### config.mk
export PLATFORM = sky130hd
export DESIGN_NAME = join_sync_param
export DESIGN_NICKNAME = d
export VERILOG_FILES = /design/src/rtl/join_sync_param.sv
export SDC_FILE = /design/constraint.sdc
export NUM_CORES = 1
export LEC_CHECK = 0
export ABC_AREA = 1
export BUFFER_PORTS_ARGS = -buffer_cell sky130_fd_sc_hd__buf_2
export CAP_MARGIN = 20
export CELL_PAD_IN_SITES_DETAIL_PLACEMENT = 1
export CELL_PAD_IN_SITES_GLOBAL_PLACEMENT = 2
export CORE_MARGIN = 3
export CORE_UTILIZATION = 33
export CTS_CLUSTER_SIZE = 40
export DETAILED_ROUTE_END_ITERATION = 16
export GPL_ROUTABILITY_DRIVEN = 0
export PLACE_DENSITY = 0.85
export SYNTH_ARGS = -nofsm -noshare
export SYNTH_HDL_FRONTEND = slang
export SYNTH_SLANG_ARGS = --single-unit
### constraint.sdc
create_clock -name clk -period 4.3 [get_ports clk]
set_input_delay 0.43 -clock clk [delete_from_list [all_inputs] [get_ports clk]]
set_output_delay 0.43 -clock clk [all_outputs]
set_load 0.01 [all_outputs]
### src/rtl/join_sync_param.sv
// Clocked N-way four-phase join: sticky per-channel arrival capture, per-channel
// enable masking latched for the duration of a join, and a stall watchdog.
module join_sync_param #(
  parameter int unsigned size    = 2,
  parameter int unsigned TIMEOUT = 255
) (
  input  logic            clk,
  input  logic            rst,
  input  logic [size-1:0] req_in,
  output logic [size-1:0] ack_in,
  input  logic [size-1:0] en_mask,
  output logic            req_out,
  input  logic            ack_out,
  output logic [size-1:0] arrived,
  output logic            busy,
  output logic            timeout
);

  localparam int unsigned   CW      = (TIMEOUT > 0) ? $clog2(TIMEOUT + 1) : 1;
  localparam logic [CW-1:0] CNT_MAX = CW'(TIMEOUT);

  typedef enum logic [1:0] {
    COLLECT,
    FIRE,
    DRAIN,
    RELEASE
  } state_t;

  state_t          state, state_nx;
  logic [size-1:0] mask_lat, mask_lat_nx;
  logic [size-1:0] eff_mask;
  logic [size-1:0] arrived_nx;
  logic [size-1:0] ack_in_nx;
  logic [CW-1:0]   cnt, cnt_nx;
  logic            req_out_nx;
  logic            busy_nx;
  logic            timeout_nx;

  always_comb begin
    state_nx    = state;
    arrived_nx  = arrived;
    mask_lat_nx = mask_lat;
    cnt_nx      = cnt;
    timeout_nx  = timeout;
    eff_mask    = (arrived == '0) ? en_mask : mask_lat;

    case (state)
      COLLECT: begin
        arrived_nx = arrived | (req_in & eff_mask);
        // The mask follows en_mask until the first enabled arrival, then freezes.
        if (arrived == '0) mask_lat_nx = en_mask;
        if ((TIMEOUT != 0) && (arrived != '0)) begin
          if (cnt != CNT_MAX) cnt_nx = cnt + 1'b1;
          if (cnt_nx == CNT_MAX) timeout_nx = 1'b1;
        end
        if ((eff_mask != '0) && (arrived_nx == eff_mask)) begin
          state_nx   = FIRE;
          timeout_nx = 1'b0;
        end
      end
      FIRE: begin
        if (ack_out) state_nx = DRAIN;
      end
      DRAIN: begin
        if ((req_in & mask_lat) == '0) state_nx = RELEASE;
      end
      RELEASE: begin
        if (!ack_out) begin
          state_nx   = COLLECT;
          arrived_nx = '0;
          cnt_nx     = '0;
        end
      end
      default: state_nx = COLLECT;
    endcase

    // Outputs are registered from the next state so each phase change is seen
    // exactly one edge after the input that caused it.
    req_out_nx = (state_nx == FIRE) || (state_nx == DRAIN);
    ack_in_nx  = ((state_nx == DRAIN) || (state_nx == RELEASE)) ? mask_lat_nx : '0;
    busy_nx    = (state_nx != COLLECT) || (arrived_nx != '0);
  end

  always_ff @(posedge clk) begin
    if (rst) begin
      state    <= COLLECT;
      arrived  <= '0;
      mask_lat <= '0;
      cnt      <= '0;
      timeout  <= 1'b0;
      req_out  <= 1'b0;
      ack_in   <= '0;
      busy     <= 1'b0;
    end else begin
      state    <= state_nx;
      arrived  <= arrived_nx;
      mask_lat <= mask_lat_nx;
      cnt      <= cnt_nx;
      timeout  <= timeout_nx;
      req_out  <= req_out_nx;
      ack_in   <= ack_in_nx;
      busy     <= busy_nx;
    end
  end

endmodule

Yosys cells after proc, flatten, opt, wreduce, memory -nomap -nowiden
Index checks and enable logic that the tools add are counted.

storage, ports and cells
  word-level logic and storage cells = 59
  output and inout bits = 7
  register bits = 19

cells by class
  reductions and logical operators = 17
  add/subtract/negate cells = 1
  mux-type cells = 18
  bitwise logic cells = 4
  equal/unequal tests = 11

operators by type and width
  cell                 count
  $mux 8               5
  $pmux 8 s2           1
  $mux 2               7
  $reduce_bool 2->1    7
  $add 8x1->8 const B  1
  $eq 2x2->1 const B   4
  $eq 8x8->1 const B   1
  $ne 8x8->1 const B   1
  $pmux 2 s4           1
  $logic_not 2->1      3
  $reduce_and 3->1     2
  $and 2x2->2          2
  $eq 2x1->1 const B   2
  $ne 2x2->1 const B   2
  $pmux 2 s2           1
  $logic_or 1x1->1     3
  $mux 1               3
  $eq 2x2->1           1
  $or 2x2->2           1
  $reduce_or 2->1      1
  $logic_and 1x1->1    1
  $not 1->1            1

Longest topological paths before layout
Gate-level depths: netlist (run 1).

  word-level depth = 12
  gate-level depth with buffers = 12
  mapped depth without buffers = 12

Worst setup path after synthesis (run 1)
No wires, ideal clock.

  path type = register -> register
  start = reg arrived[1]
  end = reg req_out
  slack = 2.752 ns
  stages on the path, launching flop included = 13
  data required time = 4.172 ns
  arrival = 1.421 ns
  cell sequence = dfxtp_1 inv_1 nand2_1 nand2_1 nand2_1 nand2_1 o21ai_0 nand3_1 nor2_1 nor2_1 ha_1 inv_1 nor2_1

between the ends
  cells in the longest elaborated chain, start to end = 10
  elaborated cells on any way between the ends = 12

ends and longest elaborated chain
  item                                             RTL line  RTL
  start, declared                                  14        output logic [size-1:0] arrived,
  start signal, assigned                           96        arrived <= arrived_nx;
  $logic_not 2->1                                  45        eff_mask = (arrived == '0) ? en_mask : mask_lat;
  $mux 2                                           45
  $and 2x2->2                                      49        arrived_nx = arrived | (req_in & eff_mask);
  $or 2x2->2                                       49
  $eq 2x2->1                                       56        if ((eff_mask != '0) && (arrived_nx == eff_mask)) begin
  $logic_and 1x1->1 *                              56
  $mux 2 *                                         56
  $pmux 2 s4 *                                     47        case (state)
  $eq 2x1->1 / $eq 2x2->1 (equally long branches)  79        req_out_nx = (state_nx == FIRE) || (state_nx == DRAIN);
  $logic_or 1x1->1 *                               79
  named net req_out_nx                             35        logic req_out_nx;
  end signal, assigned                             100       req_out <= req_out_nx;
  end, declared                                    12        output logic req_out,

Mark *: on every way through the listed nets, which the timed path passes. The rest lies on a longest branch.
A chain may end at the register's enable or synchronous reset.

Worst setup path after layout (run 1)
  start = reg arrived[0]
  end = reg req_out

The elaborated chain is that of the path after synthesis.

==> results of run 1 <==
power breakdown:
part           total (mW)  switching, mW  internal (mW)
clock              0.0956         0.0610         0.0347
sequential          0.233         0.0233          0.210
combinational       0.308          0.207          0.101
total               0.637          0.291          0.346
cell type report:
class | count | area, um2
multi-input combinational | 125 | 638.1
fill | 459 | 1886
timing repair buffer | 13 | 65.06
clock buffer | 3 | 22.52
sequential | 19 | 380.4
inverter | 27 | 101.3
clock inverter | 1 | 5.005
tap | 44 | 55.05
per-stage QoR:
step,std cells,utilization
CTS,232,0.4020
floorplan,173,-
global route,232,0.4020
global placement,228,0.3933
detailed placement,228,0.3933
finish,232,0.4020
metal layers:
| metal | GRT usage | wire length, um | part of all wire |
|---|---|---|---|
| met1 | 0.2261 | 1510 | 0.52 |
| met2 | 0.2358 | 1299 | 0.45 |
| met3 | 0.02773 | 66 | 0.023 |
| met4 | 0.03958 | 21 | 0.0072 |
| met5 | 0 | 0 | 0 |
cell usage after synthesis, types with 2 or more instances:
cell type,instances
inv_1,24
o21ai_1,3
a21oi_1,10
ha_1,6
dfxtp_1,19
inv_2,3
clkbuf_1,2
o21bai_1,2
nor2_4,2
o21ai_0,10
nand2_1,43
o22ai_1,2
nand3_1,14
nor2_1,22
final timing paths:
kind	start	end	slack, ns	cells past startpoint
hold / removal	timeout	timeout	0.47	2
setup / recovery	arrived[0]	req_out	2.53	12
setup reg to reg	arrived[0]	req_out	2.53	12
hold reg to reg	timeout	timeout	0.47	2
logic make-up (layout without fill, tap and decap cells):
kind of cell    after synthesis  in the layout
compound gates               30             30
xor+xnor                      2              2
fa+ha+maj                     6              6
buf+inv                      29             44
flops                        19             19
simple gates                 87             87
critical path, stage by stage (launching register included):
cell     delay (ns)
dfxtp_1        0.38
inv_1          0.11
nand2_1        0.14
nand2_1        0.07
nand2_1        0.10
nand2_1        0.08
o21ai_0        0.08
nand3_1        0.11
nor2_1         0.13
nor2_1         0.08
ha_1           0.29
inv_1          0.05
nor2_1         0.03
registers in the layout, summed over array words and instances (netlist names):
register  count
ack_in        2
arrived       2
busy          1
cnt           8
mask_lat      2
req_out       1
state         2
timeout       1
==> key figures, run 1 <==
Pwr
  – Pwr/cell area: 502.3 nW/um2
  – Leakage: 0.5642 nW
  – Power, Total: 0.6366 mW
  – Peak supply drop: around 200 uV

GRT
  – Global Route Usage Sum: 0.1555
  – Number of global-route vias before repair: 1,105
  – Overflow after GRT: 0
  – Largest net degree at the start of global routing: 17
  – Initial antenna violation count: 0
  – Global-route wire length before repair: 5106 um

Routing
  – DR pass1 iterations: 4
  – Vias: approximately 1,100
  – WL/cell: 12.49 um
  – DRT iter0 DRCs: 25
  – Final ANT Viol Nets: 0
  – Final wirelength: 2897 um
  – Drc violations: 0
  – Vias per cell: 4.875

Cells and area
  – Highest-count cells in the layout ignoring fill and taps: nand2_1, inv_1, nor2_1, dfxtp_1, nand3_1
  – Final net count: slightly above 200
  – Layout cell share with drive strength beyond 1: 0.1383
  – Area Growth Syn to Fin: 12.43%
  – Most common cell after layout, fill and taps aside: nand2_1
  – Fin area: 1267 um2
  – Antenna Cells: 0

Worst hold path
  – Hold Crit Class: register to register

Clock tree
  – Largest buffer count on any clock path: 2
  – # Post-CTS Setup Buffers: 0
  – CTS tree: built
  – Worst-Skew Late Latency: 0.30 ns
  – Post-CTS resize count: 0
  – H-tree Lvls: 1
  – CTS Hold Bufs: 0
  – Clock root cell: clkbuf_4
  – Clock sink count: 19
  – Inserted Clock Buffers: 3
  – Clock Pin Slew Worst Setup and Hold Paths: between 0.1 and 0.15 ns

Synthesis
  – Largest cells by area after synthesis: dfxtp_1, nand2_1, inv_1
  – Mean post-synth cell area: about 6.5 um2
  – Multiplexer area fraction after synthesis: 0
  – Main combinational cell family by area after synthesis: simple AND/OR/NAND/NOR gates
  – Post-Syn Area: 1127 um2
  – Asr flop ratio synth: 0
  – Post-synth EDFFs: 0
  – Compound-Gate Fraction of Synth Area: 0.1476
  – Synth top area share: 0.3374
  – #FFs+latches synth: 19
  – Cells after synthesis: 173
  – Synth warn: 0
  – Synth unique cells: 25
  – Sequential area share after synthesis: 0.3374
  – Post-Synth Simple-Gate Area: 0.3363
  – Synth Area in XOR/XNOR: 0.01554
  – Post-synth top flop: dfxtp_1
  – Post-synth net total: 186
  – Synth Area in Adders: 0.06659
  – Area leader, netlist: dfxtp_1

Outcome
  – Status: complete, no violations

Timing
  – Slew Viols, Final: 0
  – Clk_skew: 0.0008061 ns
  – Final hold slack: 0.4699 ns
  – Setup TNS: 0 ns
  – Final hold violations: 0
  – Final min period: 1.769 ns
  – Setup ws final: 2.531 ns
  – Slew margin rel.: 0.7901
  – Final worst path period share: 0.4115
  – Setup Viol. Count Final: 0
  – FMAX: 565.2 MHz
  – RSZ-0062 raised after global routing: no
  – Worst-margin pin slew: 0.3144 ns

Setup path
  – Worst Path Required: between 4 and 5 ns
  – Critical path class: register to register
  – Worst Setup End Kind: register
  – Crit start category: register
  – Worst-path maximum fanout: 5
  – Worst EP arrival: 1.97 ns

Placement
  – PortBufs: 13
  – Setup slack at placement: 2.558 ns
  – Post-DP HPWL: 2370 um
  – Placed Area: 1240 um2

Floorplan
  – I/O pin cnt: 14
  – Core footprint: 3153 um2
  – Initial Util: 0.3575
  – Chip height: 64.45 um
  – Chip width: about 64 um
  – Die ar.: 4153 um2
  – # rows: 20

Run
  – Max Cap Viol: 0
Power figures use the tool's default switching activity.
==> inputs of run 2 (changes only) <==
--- a/config.mk
+++ b/config.mk
@@ -5,17 +5,17 @@
 export SDC_FILE = /design/constraint.sdc
 export NUM_CORES = 1
 export LEC_CHECK = 0
-export ABC_AREA = 1
+export ABC_AREA = 0
 export BUFFER_PORTS_ARGS = -buffer_cell sky130_fd_sc_hd__buf_2
 export CAP_MARGIN = 20
 export CELL_PAD_IN_SITES_DETAIL_PLACEMENT = 1
 export CELL_PAD_IN_SITES_GLOBAL_PLACEMENT = 2
 export CORE_MARGIN = 3
-export CORE_UTILIZATION = 33
+export CORE_UTILIZATION = 34
 export CTS_CLUSTER_SIZE = 40
 export DETAILED_ROUTE_END_ITERATION = 16
 export GPL_ROUTABILITY_DRIVEN = 0
-export PLACE_DENSITY = 0.85
+export PLACE_DENSITY = 0.79
 export SYNTH_ARGS = -nofsm -noshare
 export SYNTH_HDL_FRONTEND = slang
 export SYNTH_SLANG_ARGS = --single-unit
==> constraint.sdc (replaced) <==
create_clock -name clk -period 1.7 [get_ports clk]
set_input_delay 0.17 -clock clk [delete_from_list [all_inputs] [get_ports clk]]
set_output_delay 0.17 -clock clk [all_outputs]
set_load 0.01 [all_outputs]
==> key figures, run 2 <==
Pwr
  – Clk pwr share: 0.123
  – Leakage: roughly 0.70 nW
  – Flop pwr share: 0.281
  – Power, Total: 2.135 mW
  – Internal Power: about 1.3 mW
  – Combinational power share: 0.596
  – Pwr/cell area: ~1200 nW/um2
  – Peak supply drop: 696.2 uV
  – Net Switching: 0.8645 mW
  – Switching Fraction: 0.4049

Setup path
  – Worst R2R Start: state[1]
  – Worst Setup End Kind: register
  – FF-to-FF path depth: 8
  – Crit start category: register
  – Setup slack, reg-to-reg: -0.13 ns
  – Reg-to-Reg End: busy
  – Critical path class: register to register
  – Worst-path maximum fanout: 4
  – Worst Path Required: 1.91 ns
  – Worst EP arrival: 2.05 ns

Timing
  – Setup Viol. Count Final: 4
  – FMAX: 545.2 MHz
  – Worst-margin pin slew: 0.5015 ns
  – Clk_skew: 0.002043 ns
  – Setup TNS: -0.2618 ns
  – Final hold violations: 0
  – RSZ-0062 raised after global routing: yes
  – Final min period: 1.834 ns
  – Final worst path period share: 1.079
  – Final hold slack: 0.2338 ns
  – Slew margin rel.: 0.6561
  – Slew Viols, Final: 0
  – Setup ws final: -0.1343 ns

Synthesis
  – Asr flop ratio synth: 0
  – Synth unique cells: 49
  – Count leader, synth: dfxtp_1
  – Post-Syn Area: 1239 um2
  – Cells after synthesis: 148
  – #FFs+latches synth: 19
  – Post-synth EDFFs: 0
  – Area leader, netlist: dfxtp_1
  – Mean post-synth cell area: between 8 and 9 um2
  – Post-synth top flop: dfxtp_1
  – Synth top area share: 0.3071
  – Post-synth net total: 161
  – Largest cells by area after synthesis: dfxtp_1, ha_1, a21oi_1
  – Synth warn: 0
  – List of most frequent post-synthesis cells: dfxtp_1, a21oi_1, nor2_1
  – Sequential area share after synthesis: 0.3071

Clock tree
  – Clock root cell: clkbuf_4
  – Inserted Clock Buffers: 3
  – H-tree Lvls: 1
  – CTS tree: built
  – Largest buffer count on any clock path: 2
  – Worst-Skew Late Latency: 0.32 ns
  – Clock sink count: 19
  – CTS Hold Bufs: 0
  – Clock Pin Slew Worst Setup and Hold Paths: between 0.1 and 0.15 ns

Worst hold path
  – Hold Crit Class: input pin to register
  – WHS Path Cells: 2
  – Hold_sp: rst
  – WHS Endpoint: mask_lat[0]

Cells and area
  – Filler instances: about 410
  – Fin area: 1838 um2
  – Highest-count cells in the layout ignoring fill and taps: buf_4, dfxtp_1, buf_2, a21oi_1, nor2_1
  – Largest register FFs: 8
  – Most flops, register: cnt
  – Area Growth Syn to Fin: 48.38%
  – Post-Layout Cell Count: 235
  – Final net count: 203
  – Utilization after layout: 0.5381
  – Most common cell after layout, fill and taps aside: buf_4
  – Layout cell share with drive strength beyond 1: 0.4762
  – Antenna Cells: 0

GRT
  – Global-route wire length before repair: 6375 um
  – Overflow after GRT: 0
  – Met1 Usage GRT: 0.2592
  – Global Route Usage Sum: 0.1901
  – Largest net degree at the start of global routing: 20
  – Met2 Usage GRT: 0.3098
  – Number of global-route vias before repair: 1,286
  – Met3 Track Usage GR: 0.02551
  – Initial antenna violation count: 0
  – GR peak layer: met2

Run
  – Max Cap Viol: 0

Floorplan
  – I/O pin cnt: 14
  – Core footprint: about 3400 um2
  – Die ar.: 4404 um2
  – Chip height: 66.36 um
  – Chip width: approximately 66 um
  – # rows: 21
  – Initial Util: 0.3626

Routing
  – Vias: 1,293
  – Final wirelength: 4150 um
  – DRT iter0 DRCs: 63
  – Drc violations: 0
  – WL/cell: roughly 18 um
  – DR pass1 iterations: 4
  – Final ANT Viol Nets: 0
  – Vias per cell: between 5 and 6

Placement
  – Post-DP HPWL: 2846 um
  – PortBufs: 13
  – Placed Cells: 226
  – Setup slack at placement: -0.2047 ns
  – Placed Area: 1587 um2

Outcome
  – Status: complete, but fails checks
  – Failing checks: negative setup slack
==> run 2: cell type report <==
type	instances	area [um2]	share of cell area
clock buffer	4	26.28	0.01430
multi-input combinational	110	972.2	0.5289
inverter	6	27.53	0.01498
tap	46	57.56	0.03131
timing repair buffer	50	361.6	0.1967
sequential	19	392.9	0.2138
==> run 2: logic make-up (layout without fill, tap and decap cells) <==
family,Yosys count,in the layout,share of synthesized area
buf+inv,19,60,0.07878
compound gates,45,45,0.2535
fa+ha+maj,6,6,0.06060
simple gates,54,54,0.2576
flops,19,19,0.3071
mux,5,5,0.04242
==> run 2: worst max-delay path: stages, from the launching register on <==
cell	delay (ns)
dfxtp_4	0.41
inv_4	0.04
ha_4	0.14
nor2b_4	0.12
a2111oi_4	0.26
o32a_1	0.27
ha_4	0.14
nor2_1	0.03
or3_1	0.31
==> run 2: worst max path at each step <==
stage	cells past startpoint	slack [ns]	to	startpoint
after detailed placement	6	-0.20	req_out	state[0]
after global placement	7	-0.14	cnt[0]	state[0]
after CTS	8	-0.12	busy	state[1]
after floorplan	6	-0.04	req_out	state[0]
after global routing	8	-0.24	busy	state[1]
final	8	-0.13	busy	state[1]
==> run 2: power by group through the flow <==
stage	Clock, mW	Sequential, mW	Combinational [mW]
finish	0.263	0.600	1.27
global route	0.284	0.609	1.39
CTS	0.262	0.578	0.992
detailed placement	0	0.580	0.963
global placement	0	0.575	0.936
floorplan	0	0.606	0.537
==> run 2: repair_timing <==
action | CTS | global route
setup buffers | 0 | 5
setup endpoints to repair | 11 | 13
pin swaps | 2 | 10
resized for setup | 8 | 31
==> run 2: per-layer routing <==
layer	vias to the layer above	share of wire
met2	15	0.49
met3	5	0.015
met4	0	0.012
li1	639	-
met1	634	0.49
met5	-	0
